==> src/rtl/weight_update_if.sv <==
// rtl/weight_update_if.sv - control, delta and weight-status signals of weight_update
interface weight_update_if #(
   parameter int EPOCH_W = 8
);
   logic               start;
   logic [15:0]        init_w;
   logic [EPOCH_W-1:0] num_updates;
   logic [15:0]        dcdw;
   logic [15:0]        w;
   logic               w_upd;
   logic               busy;
   logic               done;
   logic [EPOCH_W-1:0] upd_cnt;

   modport master (
      output start, init_w, num_updates, dcdw,
      input  w, w_upd, busy, done, upd_cnt
   );

   modport slave (
      input  start, init_w, num_updates, dcdw,
      output w, w_upd, busy, done, upd_cnt
   );
endinterface

==> src/rtl/weight_update.sv <==
// rtl/weight_update.sv - single trainable weight, w <= sat(w + dcdw) once per batch window
// Optional WEIGHT_CLIP_EN clamps the weight to [-CLIP_MAX, +CLIP_MAX] on load and update.
module weight_update #(
   parameter int BATCH        = 4,
   parameter int SAMPLE_PHASE = 3,
   parameter int EPOCH_W      = 8
`ifdef WEIGHT_CLIP_EN
   ,
   parameter logic signed [15:0] CLIP_MAX = 16'sh2000
`endif
) (
   input  logic             clk,
   input  logic             res,
   weight_update_if.slave   bus
);

   localparam int PW = (BATCH > 1) ? $clog2(BATCH) : 1;
   localparam logic [PW-1:0] PH_LAST   = PW'(BATCH - 1);
   localparam logic [PW-1:0] PH_SAMPLE = PW'(SAMPLE_PHASE);

   typedef enum logic [1:0] {IDLE, LOAD, RUN, DONE} state_t;

   state_t               state, next_state;
   logic [PW-1:0]        phase;
   logic signed [15:0]   w_q;
   logic [EPOCH_W-1:0]   upd_cnt_q;
   logic [EPOCH_W-1:0]   num_lat;
   logic                 w_upd_q;
   logic                 busy_c, done_c;

   logic                 accept_start;
   logic                 sample;
   logic [EPOCH_W-1:0]   cnt_inc;
   logic signed [15:0]   dcdw_s;
   logic signed [16:0]   sum17;
   logic signed [15:0]   w_sat;
   logic signed [15:0]   w_new;
   logic signed [15:0]   w_init;

   function automatic logic signed [15:0] clip(input logic signed [15:0] v);
`ifdef WEIGHT_CLIP_EN
      if (v > CLIP_MAX)
         return CLIP_MAX;
      else if (v < -CLIP_MAX)
         return -CLIP_MAX;
      else
         return v;
`else
      return v;
`endif
   endfunction

   assign accept_start = bus.start && (state == IDLE || state == DONE);
   assign sample       = (state == RUN) && (phase == PH_SAMPLE);
   assign cnt_inc      = (upd_cnt_q == {EPOCH_W{1'b1}}) ? upd_cnt_q : upd_cnt_q + 1'b1;

   // Overflow of the 17-bit sum shows up as disagreement between its top two bits.
   assign dcdw_s = bus.dcdw;
   assign sum17  = 17'(w_q) + 17'(dcdw_s);
   assign w_sat  = (sum17[16] != sum17[15]) ? (sum17[16] ? 16'sh8000 : 16'sh7FFF)
                                            : sum17[15:0];
   assign w_new  = clip(w_sat);
   assign w_init = clip(bus.init_w);

   always_ff @(posedge clk or posedge res) begin
      if (res)
         state <= IDLE;
      else
         state <= next_state;
   end

   always_comb begin
      next_state = state;
      case (state)
         IDLE:    if (bus.start) next_state = LOAD;
         LOAD:    next_state = (num_lat == '0) ? DONE : RUN;
         RUN:     if (sample && cnt_inc == num_lat) next_state = DONE;
         DONE:    if (bus.start) next_state = LOAD;
         default: next_state = IDLE;
      endcase
   end

   always_comb begin
      busy_c = 1'b0;
      done_c = 1'b0;
      case (state)
         LOAD, RUN: busy_c = 1'b1;
         DONE:      done_c = 1'b1;
         default:   ;
      endcase
   end

   always_ff @(posedge clk or posedge res) begin
      if (res) begin
         w_q       <= '0;
         upd_cnt_q <= '0;
         num_lat   <= '0;
         phase     <= '0;
         w_upd_q   <= 1'b0;
      end else begin
         w_upd_q <= sample;
         if (accept_start)
            num_lat <= bus.num_updates;
         if (state == LOAD) begin
            w_q       <= w_init;
            upd_cnt_q <= '0;
            phase     <= '0;
         end else if (state == RUN) begin
            phase <= (phase == PH_LAST) ? '0 : phase + 1'b1;
            if (sample) begin
               w_q       <= w_new;
               upd_cnt_q <= cnt_inc;
            end
         end
      end
   end

   assign bus.w       = w_q;
   assign bus.w_upd   = w_upd_q;
   assign bus.busy    = busy_c;
   assign bus.done    = done_c;
   assign bus.upd_cnt = upd_cnt_q;

endmodule

==> src/flat_wrapper.sv <==
// flat-port wrapper written by rule: the top's interface ports become plain ports
module weight_update_flat 
#(
   parameter int BATCH        = 4,
   parameter int SAMPLE_PHASE = 3,
   parameter int EPOCH_W      = 8

)
  (clk, res, bus_start, bus_init_w, bus_num_updates, bus_dcdw, bus_w, bus_w_upd, bus_busy, bus_done, bus_upd_cnt);
  weight_update_if #(.EPOCH_W(EPOCH_W)) bus_i ();
  input  logic clk;
  input  logic res;
  input wire logic [$bits(bus_i.start)-1:0] bus_start;
  input wire logic [$bits(bus_i.init_w)-1:0] bus_init_w;
  input wire logic [$bits(bus_i.num_updates)-1:0] bus_num_updates;
  input wire logic [$bits(bus_i.dcdw)-1:0] bus_dcdw;
  output wire logic [$bits(bus_i.w)-1:0] bus_w;
  output wire logic [$bits(bus_i.w_upd)-1:0] bus_w_upd;
  output wire logic [$bits(bus_i.busy)-1:0] bus_busy;
  output wire logic [$bits(bus_i.done)-1:0] bus_done;
  output wire logic [$bits(bus_i.upd_cnt)-1:0] bus_upd_cnt;
  assign bus_i.start = bus_start;
  assign bus_i.init_w = bus_init_w;
  assign bus_i.num_updates = bus_num_updates;
  assign bus_i.dcdw = bus_dcdw;
  assign bus_w = bus_i.w;
  assign bus_w_upd = bus_i.w_upd;
  assign bus_busy = bus_i.busy;
  assign bus_done = bus_i.done;
  assign bus_upd_cnt = bus_i.upd_cnt;
  weight_update #(.BATCH(BATCH), .SAMPLE_PHASE(SAMPLE_PHASE), .EPOCH_W(EPOCH_W)) u_core (.clk(clk), .res(res), .bus(bus_i));
endmodule
==> config.mk <==
export PLATFORM = sky130hd
export DESIGN_NAME = weight_update_flat
export DESIGN_NICKNAME = d
export VERILOG_FILES = /design/src/rtl/weight_update_if.sv /design/src/rtl/weight_update.sv /design/src/flat_wrapper.sv
export SDC_FILE = /design/constraint.sdc
export NUM_CORES = 1
export LEC_CHECK = 0
export CORE_MARGIN = 1.5
export CORE_UTILIZATION = 40
export CTS_CLUSTER_DIAMETER = 200
export DETAILED_ROUTE_END_ITERATION = 10
export PLACE_DENSITY = 0.77
export SYNTH_ARGS = -nofsm -noshare
export SYNTH_HDL_FRONTEND = slang
export SYNTH_SLANG_ARGS = --single-unit
export TNS_END_PERCENT = 100
==> constraint.sdc <==
create_clock -name clk -period 3.31 [get_ports clk]
set_clock_uncertainty 0.2 [all_clocks]
set_input_delay 0.4965 -clock clk [delete_from_list [all_inputs] [get_ports clk]]
set_output_delay 0.4965 -clock clk [all_outputs]
set_load 0.005 [all_outputs]
# Yosys cells after proc, flatten, opt, wreduce, memory -nomap -nowiden

Cells that the tools add are included.

Equality and inequality tests: 9
Muxes and demuxes: 18
Reductions and logical operators: 12
Add/subtract/negate cells: 3

Operator list:

| kind                                                                    | number |
|---|---|
| 16-bit 2-to-1 mux                                                       | 5 |
| 8-bit 2-to-1 mux                                                        | 4 |
| 16-bit by 16-bit adder with 17-bit output                               | 1 |
| 2-bit 2-to-1 mux                                                        | 5 |
| 8-bit by 1-bit adder with 8-bit output, second input constant           | 1 |
| 8-bit == test                                                           | 1 |
| 8-bit == test, second input constant                                    | 1 |
| 8-bit logical NOT                                                       | 1 |
| 2-bit == test, second input constant                                    | 3 |
| 2-bit one-hot mux with 3 select lines                                   | 1 |
| 2-bit by 1-bit inequality test with 1-bit output, second input constant | 2 |
| 2-bit AND reduction                                                     | 2 |
| 2-bit nonzero test                                                      | 2 |
| 2-bit OR reduction                                                      | 2 |
| 1-bit logical AND                                                       | 3 |
| 1-bit 2-to-1 mux                                                        | 3 |
| 2-bit by 1-bit adder with 2-bit output, second input constant           | 1 |
| 2-bit by 1-bit == test with 1-bit output, second input constant         | 1 |
| 2-bit logical NOT                                                       | 1 |
| 1-bit logical OR                                                        | 1 |
| 1-bit inequality test                                                   | 1 |

Register bits: 37
Input port bits: 43

# Longest topological paths before layout

Depth in word-level cells: 6
Mapped depth: 12

# Least setup slack after synthesis

OpenSTA, ideal clock, no wires.

Kind: input to register
Start point: input bus_dcdw[7]
End point: register u_core.w_q[10] (netlist: u_core.bus.w[10])
Data required time: 2.973 ns
Slack: 0.263 ns
Cell stages on the path: 10
Data arrival time: 2.710 ns
Setup time: 0.137 ns
Cells stage by stage: ha_1 a21o_1 or3_1 o21ai_1 o21ai_1 a21oi_1 nor4b_1 a211oi_1 clkbuf_1 a21oi_1

Cells in the longest elaborated chain, start to end: 6
Elaborated cells on any way between the ends: 7
Those cells by class: 1 x add/sub; 1 x eq/ne; 5 x mux

Ends and longest elaborated chain:

| what                                                       | RTL line             | source |
|---|---|---|
| start, declared                                            | flat_wrapper.sv:16   | `input wire logic [$bits(bus_i.dcdw)-1:0] bus_dcdw;` |
| 16-bit by 16-bit adder with 17-bit output (*)              | weight_update.sv:59  | `assign sum17 = 17'(w_q) + 17'(dcdw_s);` |
| 16-bit 2-to-1 mux or 1-bit inequality test (tied branches) | weight_update.sv:60  | `assign w_sat = (sum17[16] != sum17[15]) ? (sum17[16] ? 16'sh8000 : 16'sh7FFF)` |
| 16-bit 2-to-1 mux (*)                                      | weight_update.sv:60  |  |
| 16-bit 2-to-1 mux (*)                                      | weight_update.sv:110 | `if (sample) begin` |
| 16-bit 2-to-1 mux (*)                                      | weight_update.sv:108 | `end else if (state == RUN) begin` |
| 16-bit 2-to-1 mux (*)                                      | weight_update.sv:104 | `if (state == LOAD) begin` |
| end signal, assigned                                       | weight_update.sv:105 | `w_q <= w_init;` |
| end signal, assigned                                       | weight_update.sv:111 | `w_q <= w_new;` |
| end, declared                                              | weight_update.sv:25  | `logic signed [15:0] w_q;` |

Every way passes the cells marked *; elsewhere a longest branch is shown, timed or not. The select of a mux whose other input is x is not followed.
A chain may end at the register's enable or synchronous reset.

# Worst setup path in the final report

Start point: input bus_dcdw[0]
End point: register u_core.w_q[0] (netlist: u_core.bus.w[0])

The elaborated chain is that of the path after synthesis.

==> impl_metrics.tcl <==
set metrics [dict create \
    critPathLaunchType "primary input" \
    setup_ws_ns 0.134 \
    ys_types 56 \
    final_util 0.583 \
    cts_root_buffer "clkbuf_8" \
    syn_inst 321 \
    reg2reg_slack_ns 0.28 \
    yosysSeqAreaShare 0.321 \
    cts_buffers 5 \
    crit_type "in2reg" \
    area_growth_pct 38.8 \
    grt_max_degree 38 \
    clk_pin_slew_ns 0.08 \
    peakVddDrop_v 0.000458 \
    first_global_vias 2674 \
    antenna_found_initial 0 \
    drive_above_1_share 0.155 \
    cpMaxStageDelayCell "clkdlybuf4s50_1" \
    drtAntennaViolNets 0 \
    total_power_mw 3.89 \
    yosysMostFrequentCell "dfrtp_1" \
    port_buffers 69 \
    reg2reg_from "u_core.bus.upd_cnt[3]$_DFFE_PP0P_" \
    die-width_um 88.0 \
    dieHeight_um 88.0 \
    period_share 0.960 \
    max_cap_viol_count 0 \
    outcome "completed" \
    cp_max_fo 3 \
    preCtsSetupSlack_ns -0.301 \
    async_flop_share 1.00 \
    track_usage 0.205 \
    finalSetupViolCount 0 \
    dp_hpwl_mm 5.86 \
    final_nets 477 \
    final_area_mm2 0.00401 \
    start_util 0.420 \
    synth-seq-cells 37 \
    report.final.slew_viol_count 0 \
    r2r-end "u_core.state[1]$_DFFE_PP0P_" \
    viasPerCell 5.44 \
    worst_pin_slew_ns 0.494 \
    synth_edf_count 0 \
    drc 0 \
    clk_latency_ns 0.29 \
    fmax_ghz 0.315 \
    cts_tree "yes" \
    htreeDepth 2 \
    synth.top_cells.by_count "37 x dfrtp_1, 29 x a21oi_1, 28 x nor2_1" \
    maxSlewHeadroom 0.670 \
    place_congestion 0.886 \
    min_to "u_core.phase[0]$_DFFE_PP0P_" \
    end_kind "flip-flop" \
    yosysTopAreaCell "dfrtp_1" \
    place_area_mm2 0.00385 \
    powerDensity_mw_per_mm2 970 \
    vias 2761 \
    min_path_type "reg2reg" \
    placementRows 30 \
    antenna_cells 0 \
    routed_wirelength_mm 7.68 \
    grt_pass1_wl_mm 12.5 \
    syn_area_per_cell_um2 8.99 \
    period_minus_slack_ns 3.18 \
    io_pins 70 \
    die-area_mm2 0.00774 \
    path_cells "clkdlybuf4s50_1 -> ha_1 -> inv_1 -> fa_1 -> nand2b_4 -> a21oi_2 -> o21ai_2 -> o21ai_1 -> a21oi_1 -> buf_4 -> maj3_1 -> a211oi_1 -> a211o_1" \
    cts_sinks 37 \
    hold_start "u_core.phase[0]$_DFFE_PP0P_" \
    drtPass1Iterations 4 \
    synth_nets 387 \
    worst_ep_arrival_time_ns 3.21 \
    hold_viol 0 \
    wl_per_cell_um 15.1 \
    total_leakage_power_nw 1.69 \
    whs_ns 0.328 \
    drt_iter0_drc 207 \
    crit_required_ns 3.34 \
    grt_overflow_total 0 \
    ys_warn_count 0 \
    clockBufferDepth 2 \
    rsz0062_at_grt "no" \
    synth_ff_type "dfrtp_1" \
    yosysTopAreaCellShare 0.321 \
    reg2reg_depth 8 \
    core_area_mm2 0.00687 \
    syn-cell-area_mm2 0.00289 \
    critPathMaxStageDelay_ns 0.49 \
    synth_area_leaders "dfrtp_1 32%, ha_1 9.5%, a21oi_1 5.0%" \
    holdPathStages 1 \
]
==> kinds of logic (layout without fill, tap and decap cells) <==
kind of cell,after synthesis,count (layout),share of synthesized area
fa+ha+maj,26,26,0.113
simple gates,91,91,0.163
mux,14,14,0.0568
xor+xnor,22,22,0.0668
flops,37,37,0.321
compound gates,101,101,0.235
buf+inv,30,121,0.0455
==> power breakdown <==
| part | internal (mW) | leakage, nW | total [mW] | switching (mW) |
|---|---|---|---|---|
| clock | 0.245 | 0.0574 | 0.413 | 0.168 |
| combinational | 1.33 | 1.20 | 2.64 | 1.31 |
| sequential | 0.650 | 0.442 | 0.831 | 0.181 |
| total | 2.23 | 1.69 | 3.89 | 1.66 |
==> registers in the layout, summed over array words and instances (netlist names) <==
register and cells:
u_core.bus.w 16, u_core.bus.w_upd 1, u_core.phase 2, u_core.bus.upd_cnt 8, u_core.state 2, u_core.num_lat 8
==> metrics by stage <==
step	setup TNS, ns	cells
4_1_cts	0	507
3_5_place_dp	-3.89	499
2_1_floorplan	0	321
5_1_grt	0	508
3_3_place_gp	-3.54	499
6_report	0	508
==> cell type report <==
class                   instances  area, µm²
clock inverters                 2       37.5
inverters                      11       41.3
clock buffers                   6       82.6
well taps                      96        120
fillers                       591       2860
multi-input cells             254       1860
repair buffers                102        936
flip-flops and latches         37        926
==> metal layers <==
layer / vias up / part of all wire / global-route usage
li1: 1350 / - / -
met1: 1325 / 0.46 / 0.290
met2: 78 / 0.48 / 0.323
met3: 8 / 0.050 / 0.0349
met4: 0 / 0.011 / 0.0519
met5: - / 0 / 0
==> worst max path at each step <==
stage | startpoint | to | slack (ns) | cells past startpoint
after global routing | bus_dcdw[0] | u_core.bus.w[0]$_DFFE_PP0P_ | 0.0009 | 13
after detailed placement | bus_dcdw[7] | u_core.bus.w[14]$_DFFE_PP0P_ | -0.30 | 11
final | bus_dcdw[0] | u_core.bus.w[0]$_DFFE_PP0P_ | 0.13 | 13
after CTS | bus_dcdw[0] | u_core.bus.w[0]$_DFFE_PP0P_ | 0.07 | 13
after floorplan | bus_dcdw[7] | u_core.bus.w[10]$_DFFE_PP0P_ | 0.26 | 10
after global placement | bus_dcdw[7] | u_core.bus.w[14]$_DFFE_PP0P_ | -0.27 | 11
==> worst max-delay path: cells and delay by family <==
family                     cells  cell delay (ns)
adders and majority gates      3             0.91
AOI/OAI and AO/OA              6             0.93
and+or+nand+nor                1             0.17
buffers and inverters          3             0.72
==> layout by cell type (no fill, tap or decap), drive strengths merged, types with 6 or more instances in the layout <==
cell type	n
a21oi	29
a22oi	11
a31oi	6
buf	33
clkbuf	6
clkdlybuf4s50	69
dfrtp	37
ha	22
inv	11
mux2	9
nand2	19
nand2b	7
nor2	28
nor3	7
o21ai	19
xnor2	16
xor2	6
==> repair_timing <==
action	CTS	global route
pin swaps	0	2
cloned	0	1
endpoints found under the setup margin	1	15
setup buffers	0	0
hold buffers	0	0
resized for setup	1	7
No activity file was read; power rests on OpenSTA's default activity.
